**src/rtl/pipe_stage_skid.sv**
```systemverilog
// Two-entry elastic pipeline stage: a main register feeding the outputs plus a
// skid register, so in_ready can be registered without losing throughput.
module pipe_stage_skid #(
  parameter int unsigned DATA_W     = 64,
  parameter int unsigned SIG_W      = 9,
  parameter bit          FLUSH_DATA = 1'b1,
  parameter int unsigned CNT_W      = 16
) (
  input  logic              clk,
  input  logic              rst,
  input  logic              flush,
  input  logic              in_valid,
  output logic              in_ready,
  input  logic [SIG_W-1:0]  in_sig,
  input  logic [DATA_W-1:0] in_data,
  output logic              out_valid,
  input  logic              out_ready,
  output logic [SIG_W-1:0]  out_sig,
  output logic [DATA_W-1:0] out_data,
  output logic [1:0]        occupancy,
  output logic [CNT_W-1:0]  stall_cnt
);

  typedef enum logic [1:0] {
    EMPTY = 2'd0,
    ONE   = 2'd1,
    FULL  = 2'd2
  } state_t;

  state_t            state, state_n;
  logic              in_ready_q;
  logic [SIG_W-1:0]  main_sig, skid_sig;
  logic [DATA_W-1:0] main_data, skid_data;
  logic              in_acc, out_acc;
  logic              load_main_in, load_main_skid, load_skid;

  assign in_ready  = in_ready_q;
  assign out_valid = (state != EMPTY);
  assign in_acc    = in_valid && in_ready_q;
  assign out_acc   = out_valid && out_ready;
  assign out_sig   = out_valid ? main_sig : '0;
  assign out_data  = main_data;
  assign occupancy = state;

  always_comb begin
    state_n        = state;
    load_main_in   = 1'b0;
    load_main_skid = 1'b0;
    load_skid      = 1'b0;
    case (state)
      EMPTY: begin
        if (in_acc) begin
          load_main_in = 1'b1;
          state_n      = ONE;
        end
      end
      ONE: begin
        if (in_acc && out_acc) begin
          load_main_in = 1'b1;
        end else if (in_acc) begin
          load_skid = 1'b1;
          state_n   = FULL;
        end else if (out_acc) begin
          state_n = EMPTY;
        end
      end
      FULL: begin
        if (out_acc) begin
          load_main_skid = 1'b1;
          state_n        = ONE;
        end
      end
      default: state_n = EMPTY;
    endcase
    if (flush) begin
      state_n = EMPTY;
    end
  end

  // in_ready is registered from the next state, so it never sees out_ready combinationally.
  always_ff @(posedge clk or posedge rst) begin
    if (rst) begin
      state      <= EMPTY;
      in_ready_q <= 1'b1;
    end else begin
      state      <= state_n;
      in_ready_q <= (state_n != FULL);
    end
  end

  always_ff @(posedge clk or posedge rst) begin
    if (rst) begin
      main_sig  <= '0;
      main_data <= '0;
      skid_sig  <= '0;
      skid_data <= '0;
    end else if (flush) begin
      main_sig <= '0;
      skid_sig <= '0;
      if (FLUSH_DATA) begin
        main_data <= '0;
        skid_data <= '0;
      end
    end else begin
      if (load_main_in) begin
        main_sig  <= in_sig;
        main_data <= in_data;
      end else if (load_main_skid) begin
        main_sig  <= skid_sig;
        main_data <= skid_data;
      end
      if (load_skid) begin
        skid_sig  <= in_sig;
        skid_data <= in_data;
      end
    end
  end

  always_ff @(posedge clk or posedge rst) begin
    if (rst) begin
      stall_cnt <= '0;
    end else if (out_valid && !out_ready && !flush && (stall_cnt != '1)) begin
      stall_cnt <= stall_cnt + CNT_W'(1);
    end
  end

endmodule

```
**config.mk**
```make
export PLATFORM = sky130hd
export DESIGN_NAME = pipe_stage_skid
export DESIGN_NICKNAME = d
export VERILOG_FILES = /design/src/rtl/pipe_stage_skid.sv
export SDC_FILE = /design/constraint.sdc
export NUM_CORES = 1
export LEC_CHECK = 0
export BUFFER_PORTS_ARGS = -buffer_cell sky130_fd_sc_hd__buf_2
export CORE_ASPECT_RATIO = 1.5
export CORE_MARGIN = 1
export CORE_UTILIZATION = 40
export CTS_BUF_LIST = sky130_fd_sc_hd__clkbuf_8
export DETAILED_ROUTE_END_ITERATION = 7
export GPL_TIMING_DRIVEN = 0
export PLACE_DENSITY = 0.65
export SETUP_SLACK_MARGIN = 0.5
export SLEW_MARGIN = 20
export SYNTH_ARGS = -nofsm -noshare
export SYNTH_HDL_FRONTEND = slang
export SYNTH_SLANG_ARGS = --single-unit
```
**constraint.sdc**
```tcl
create_clock -name clk -period 7.7 [get_ports clk]
set_input_delay 1.925 -clock clk [delete_from_list [all_inputs] [get_ports clk]]
set_output_delay 1.925 -clock clk [all_outputs]
set_load 0.005 [all_outputs]
```
# ---- Word-level counts from Yosys, hierarchy flattened
# Cells that the tools add are included.
dict set report totals {
  elab_cells 49
  memories 0
  latch_bits 0
  rom_bits 0
  ff_bits 165
  ramBits 0
  output_inout_bits 93
}
dict set report op_classes {
  muxes 25
  n_div 0
  n_reduce_logical 12
  n_lt_le_gt_ge 0
  n_eq_ne 4
  addsub 1
  shifts 0
  multipliers 0
  bitwise_logic 0
}
# op count
set ops {}
lappend ops {{2-to-1 mux 64 bit} 5}
lappend ops {{2-to-1 mux 9 bit} 6}
lappend ops {{adder 16 x 1 -> 16 bit (second input constant)} 1}
lappend ops {{inequality test 16 bit (second input constant)} 1}
lappend ops {{2-to-1 mux 2 bit} 6}
lappend ops {{logical AND 1 bit} 6}
lappend ops {{2-to-1 mux 1 bit} 6}
lappend ops {{one-hot mux 2 bit (3 select lines)} 1}
lappend ops {{nonzero test 2 bit} 2}
lappend ops {{nonzero test 3 bit} 1}
lappend ops {{== test 2 x 1 -> 1 bit (second input constant)} 1}
lappend ops {{== test 2 bit (second input constant)} 1}
lappend ops {{zero test 1 bit} 2}
lappend ops {{zero test 2 bit} 1}
lappend ops {{inequality test 2 bit (second input constant)} 1}
lappend ops {{one-hot mux 1 bit (2 select lines)} 1}

# ---- Longest topological paths before layout
dict set report depth {
  ltp_word 8
  mapped_depth 7
}

# ---- Worst setup path before layout
# OpenSTA, ideal clock, no wires.
dict set report synth_timing {
  kind {flip-flop to output port}
  from {register state[1], in the netlist occupancy[1]}
  to {output port out_sig[0]}
  slack_ns 4.678
  stages_incl_launch_ff 4
  arrival_time_ns 1.097
  t_required_ns 5.775
  path_cell_list {dfrtp_1 > or2_2 > clkbuf_1 > and2_1}
}
dict set report synth_between {
  elab_chain_cells 2
}
# item line
set synth_lines {}
lappend synth_lines {{from (decl)} 30} ;# state_t state, state_n;
lappend synth_lines {{from (signal assigned)} 86} ;# state <= state_n;
lappend synth_lines {{nonzero test 2 bit} 38} ;# assign out_valid = (state != EMPTY);
lappend synth_lines {{net out_valid} 16} ;# output logic out_valid,
lappend synth_lines {{2-to-1 mux 9 bit} 41} ;# assign out_sig = out_valid ? main_sig : '0;
lappend synth_lines {{to (decl)} 18} ;# output logic [SIG_W-1:0] out_sig,
# The timed path passes the listed nets, and every way through them passes these cells.

# ---- Final worst setup path
dict set report layout_timing {
  from {register state[1], in the netlist occupancy[1]}
  to {output port out_sig[2]}
}
dict set report layout_between {
  elab_chain_cells 2
}
# item line
set layout_lines {}
lappend layout_lines {{nonzero test 2 bit} 38}
lappend layout_lines {{2-to-1 mux 9 bit} 41}
# Every way passes these cells.

==> results by group <==
Critical path
  – Worst Setup Start Kind: flop
  – Worst-path maximum fanout: 10
  – Crit-path slowest cell: dfrtp_1
  – Data required, critical path: just under 6 ns
  – Critical path buffers and inverters: 2
  – Cell family with most CP delay: simple AND/OR/NAND/NOR gates
  – Critical path, cell by cell: or2_2, clkbuf_1, and2_1, buf_2
  – CP max stage delay: about 0.44 ns
  – Worst reg2reg setup slack: about 5.7 ns
  – Critical path class: flop to primary output
  – Critical R2R Launch: occupancy[0]$_DFF_PP0_
  – Reg2reg path depth: 6
  – Setup crit end kind: primary output
  – Worst EP arrival: between 1.5 and 2 ns
  – RR Endpoint: out_data[42]$_DFFE_PP0P_

Synthesis
  – Warnings, synthesis: 0
  – Register area share after synthesis: 59.24%
  – Post-synthesis area per instance: about 14 sq um
  – Unique masters post-synth: just over 40
  – #FFs+latches synth: between 150 and 200
  – Synth Instances: between 500 and 600
  – Syn Nets: between 500 and 600
  – Netlist Area Pre-Place: ~7000 sq um

GRT
  – Met3 usage: under 10%
  – Met2 Usage GRT: between 30 and 40%
  – GR Util met1: between 20% and 30%
  – Global route hottest layer: met2
  – First-pass GRT wire length: between 20000 and 30000 microns
  – Initial antenna violation count: 1
  – Grt ovf: 0
  – Largest net degree at the start of global routing: 89
  – GRT Total Usage: about a fifth
  – Vias in the first global route: between 5000 and 6000

Min path
  – Hold Crit Depth: 1
  – Hold Path End: main_sig[4]$_DFFE_PP0P_
  – Critical hold path startpoint: main_sig[4]$_DFFE_PP0P_
  – HP Class: flop to flop

Clocking
  – Clk Latency, worst-skew pair: between 0.4 and 0.5 ns
  – Clk buf depth: 2
  – Setup bufs post-CTS: 0
  – Cts hold-fix bufs: 0
  – H-tree levels: 4
  – CTS tree: yes
  – CTS sink cnt: 165
  – Post-cts resize count: 0
  – CTS buffer count: 17
  – CTS root buf: clkbuf_8
  – CTS clk-pin slew, worst paths: roughly 0.09 ns

Place
  – Dpl cell area: about 8000 sq um
  – PortBufs: 170
  – Placer congestion estimate: about 0.8
  – DPL Wire Length: 12170 microns

STA
  – Final hold violation count: 0
  – TNS Setup: 0 ns
  – Rel. slew slack: about 57%
  – Final Max Slew Viols: 0
  – Final min period: about 3.8 ns
  – Final setup fails: 0
  – Fin crit share: 49.34%
  – Fmax: 263.2 MHz
  – Tightest Pin Transition: 0.6504 ns
  – Worst clock skew: 0.01168 ns
  – RSZ-0062 raised after global routing: false

Floorplanning
  – Core area: roughly 17000 sq um
  – Die area: approximately 18000 sq um
  – Die height: ~160 microns
  – Rows: 58
  – Effective utilization at floorplan: slightly above 40%
  – Die Wd: ~110 microns
  – I/O Pins: 171

Drt
  – Via count: between 5000 and 6000
  – 1st-pass router iterations: 5
  – Initial DRC Count: 195
  – DR WL/cell: between 15 and 20 microns
  – # DRC: 0
  – Avg Vias per Cell: 5.550
  – Routed wire length: approximately 18000 microns
  – Antenna Nets Post-Route: 0

Finish
  – Layout Nets: 780
  – Commonest non-fill, non-tap cell in the layout: buf_2
  – Reg area: between 4000 and 5000 sq um
  – Fraction of layout cells with a size suffix above 1: between 30% and 40%
  – Final non-filler cell area: between 8000 and 9000 sq um
  – Syn-to-layout area delta: 21.73%
  – Commonest non-fill, non-tap cells in the layout: 208 x buf_2, 164 x dfrtp_1, 75 x mux2i_1
  – Multi-input gate area: roughly 2600 sq um
  – Fill count: roughly 1600

Status
  – Outcome: finished clean

Power and ir drop
  – Pleak: ~0.0044 uW
  – Power per cell area: about 210 nW/um^2
  – Maximum vdd drop: 0.0001440 V

Flow run
  – Max-Cap Viols: 0
through the flow:
stage                     std cells  utilization (%)  hold WS, ns  setup WS, ns  power, uW
after floorplan                 511                -       0.4481         1.315       1097
after global placement          891            47.82       0.4661       -0.3175       1192
after detailed placement        892            48.02       0.4701         4.148       1204
after CTS                       924            50.18       0.4949         3.854       1801
after global routing            925            50.19       0.5040         3.782       1859
final                           925            50.19       0.4897         3.901       1779
worst register-to-register path, stage by stage, from the launching register on:
cell and delay [ns]:
dfrtp_1 0.45, nor2b_1 0.14, buf_2 0.20, o21ai_1 0.13
nor2_2 0.46, buf_2 0.36, o2bb2ai_1 0.16
cells by family after synthesis:
family | count (synthesis) | share of synthesized area (%)
compound gates | 153 | 19.02
fa+ha+maj | 1 | 0.1794
xor+xnor | 12 | 1.508
buf+inv | 44 | 3.051
mux | 78 | 11.31
flops | 165 | 59.24
simple gates | 58 | 5.689
cells in the mapped netlist:
library cell | n | area (sq um)
dfrtp_1 | 164 | 4104
mux2i_1 | 75 | 750.7
a22o_1 | 73 | 639.4
o2bb2ai_1 | 73 | 639.4
buf_2 | 38 | 190.2
xor2_1 | 11 | 96.34
and2_1 | 10 | 62.56
nor3_1 | 7 | 35.03
nand2_1 | 6 | 22.52
inv_1 | 5 | 18.77
nand3_1 | 5 | 25.02
nor2_1 | 5 | 18.77
nor3b_1 | 5 | 37.54
mux2_2 | 2 | 22.52
nand3b_1 | 2 | 15.01
nand4_1 | 2 | 12.51
nor2_2 | 2 | 12.51
nor2b_1 | 2 | 12.51
nor4_1 | 2 | 12.51
a21boi_0 | 1 | 7.510
a21o_1 | 1 | 7.510
a21oi_2 | 1 | 8.760
and3_1 | 1 | 6.260
and3_2 | 1 | 7.510
clkbuf_1 | 1 | 3.750
dfstp_2 | 1 | 26.28
ha_1 | 1 | 12.51
mux2_4 | 1 | 15.01
nand2b_1 | 1 | 6.260
nand3b_4 | 1 | 20.02
nand4_2 | 1 | 12.51
nand4_4 | 1 | 21.27
nor2_8 | 1 | 20.02
nor4_4 | 1 | 21.27
nor4b_1 | 1 | 8.760
o21ai_0 | 1 | 5.000
o21ai_1 | 1 | 5.000
o22ai_1 | 1 | 6.260
o31ai_1 | 1 | 7.510
or2_2 | 1 | 6.260
xnor2_1 | 1 | 8.760
registers in the layout, indices dropped and copies added (netlist names):
name	flops
in_ready	1
main_sig	9
occupancy	2
out_data	64
skid_data	64
skid_sig	9
stall_cnt	16
power by group:
part / total, uW / internal, uW / leakage (uW) / switching (uW)
clock: 593 / 258 / 0.000187 / 335
combinational: 244 / 106 / 0.00194 / 138
sequential: 941 / 908 / 0.00226 / 33.6
worst max-delay path by stage:
stage / cells past startpoint / from / to / slack (ns)
6_report: 4 / occupancy[1]$_DFF_PP0_ / out_sig[2] / 3.90
5_1_grt: 4 / occupancy[0]$_DFF_PP0_ / out_sig[2] / 3.78
4_1_cts: 4 / occupancy[1]$_DFF_PP0_ / out_sig[2] / 3.85
3_5_place_dp: 7 / out_ready / out_data[42]$_DFFE_PP0P_ / 4.15
3_3_place_gp: 2 / rst / stall_cnt[5]$_DFFE_PP0P_ / -0.32
2_1_floorplan: 1 / rst / main_sig[0]$_DFFE_PP0P_ / 1.31
layer usage:
| layer | wire length (microns) | vias up |
|---|---|---|
| met4 | 260 | 0 |
| met3 | 921 | 21 |
| li1 | - | 2328 |
| met5 | 0 | - |
| met1 | 7596 | 2648 |
| met2 | 8988 | 137 |
cell type report:
cell class / instances / area share, %
Antenna cell: 1 / 0.02949
Buffer: 39 / 2.285
Clock buffer: 17 / 2.757
Clock inverter: 15 / 1.533
Inverter: 5 / 0.3096
Multi-Input combinational cell: 302 / 30.97
Sequential cell: 165 / 48.67
Tap cell: 210 / 3.096
Timing Repair Buffer: 171 / 10.35
(Power assumes the default switching activity.)
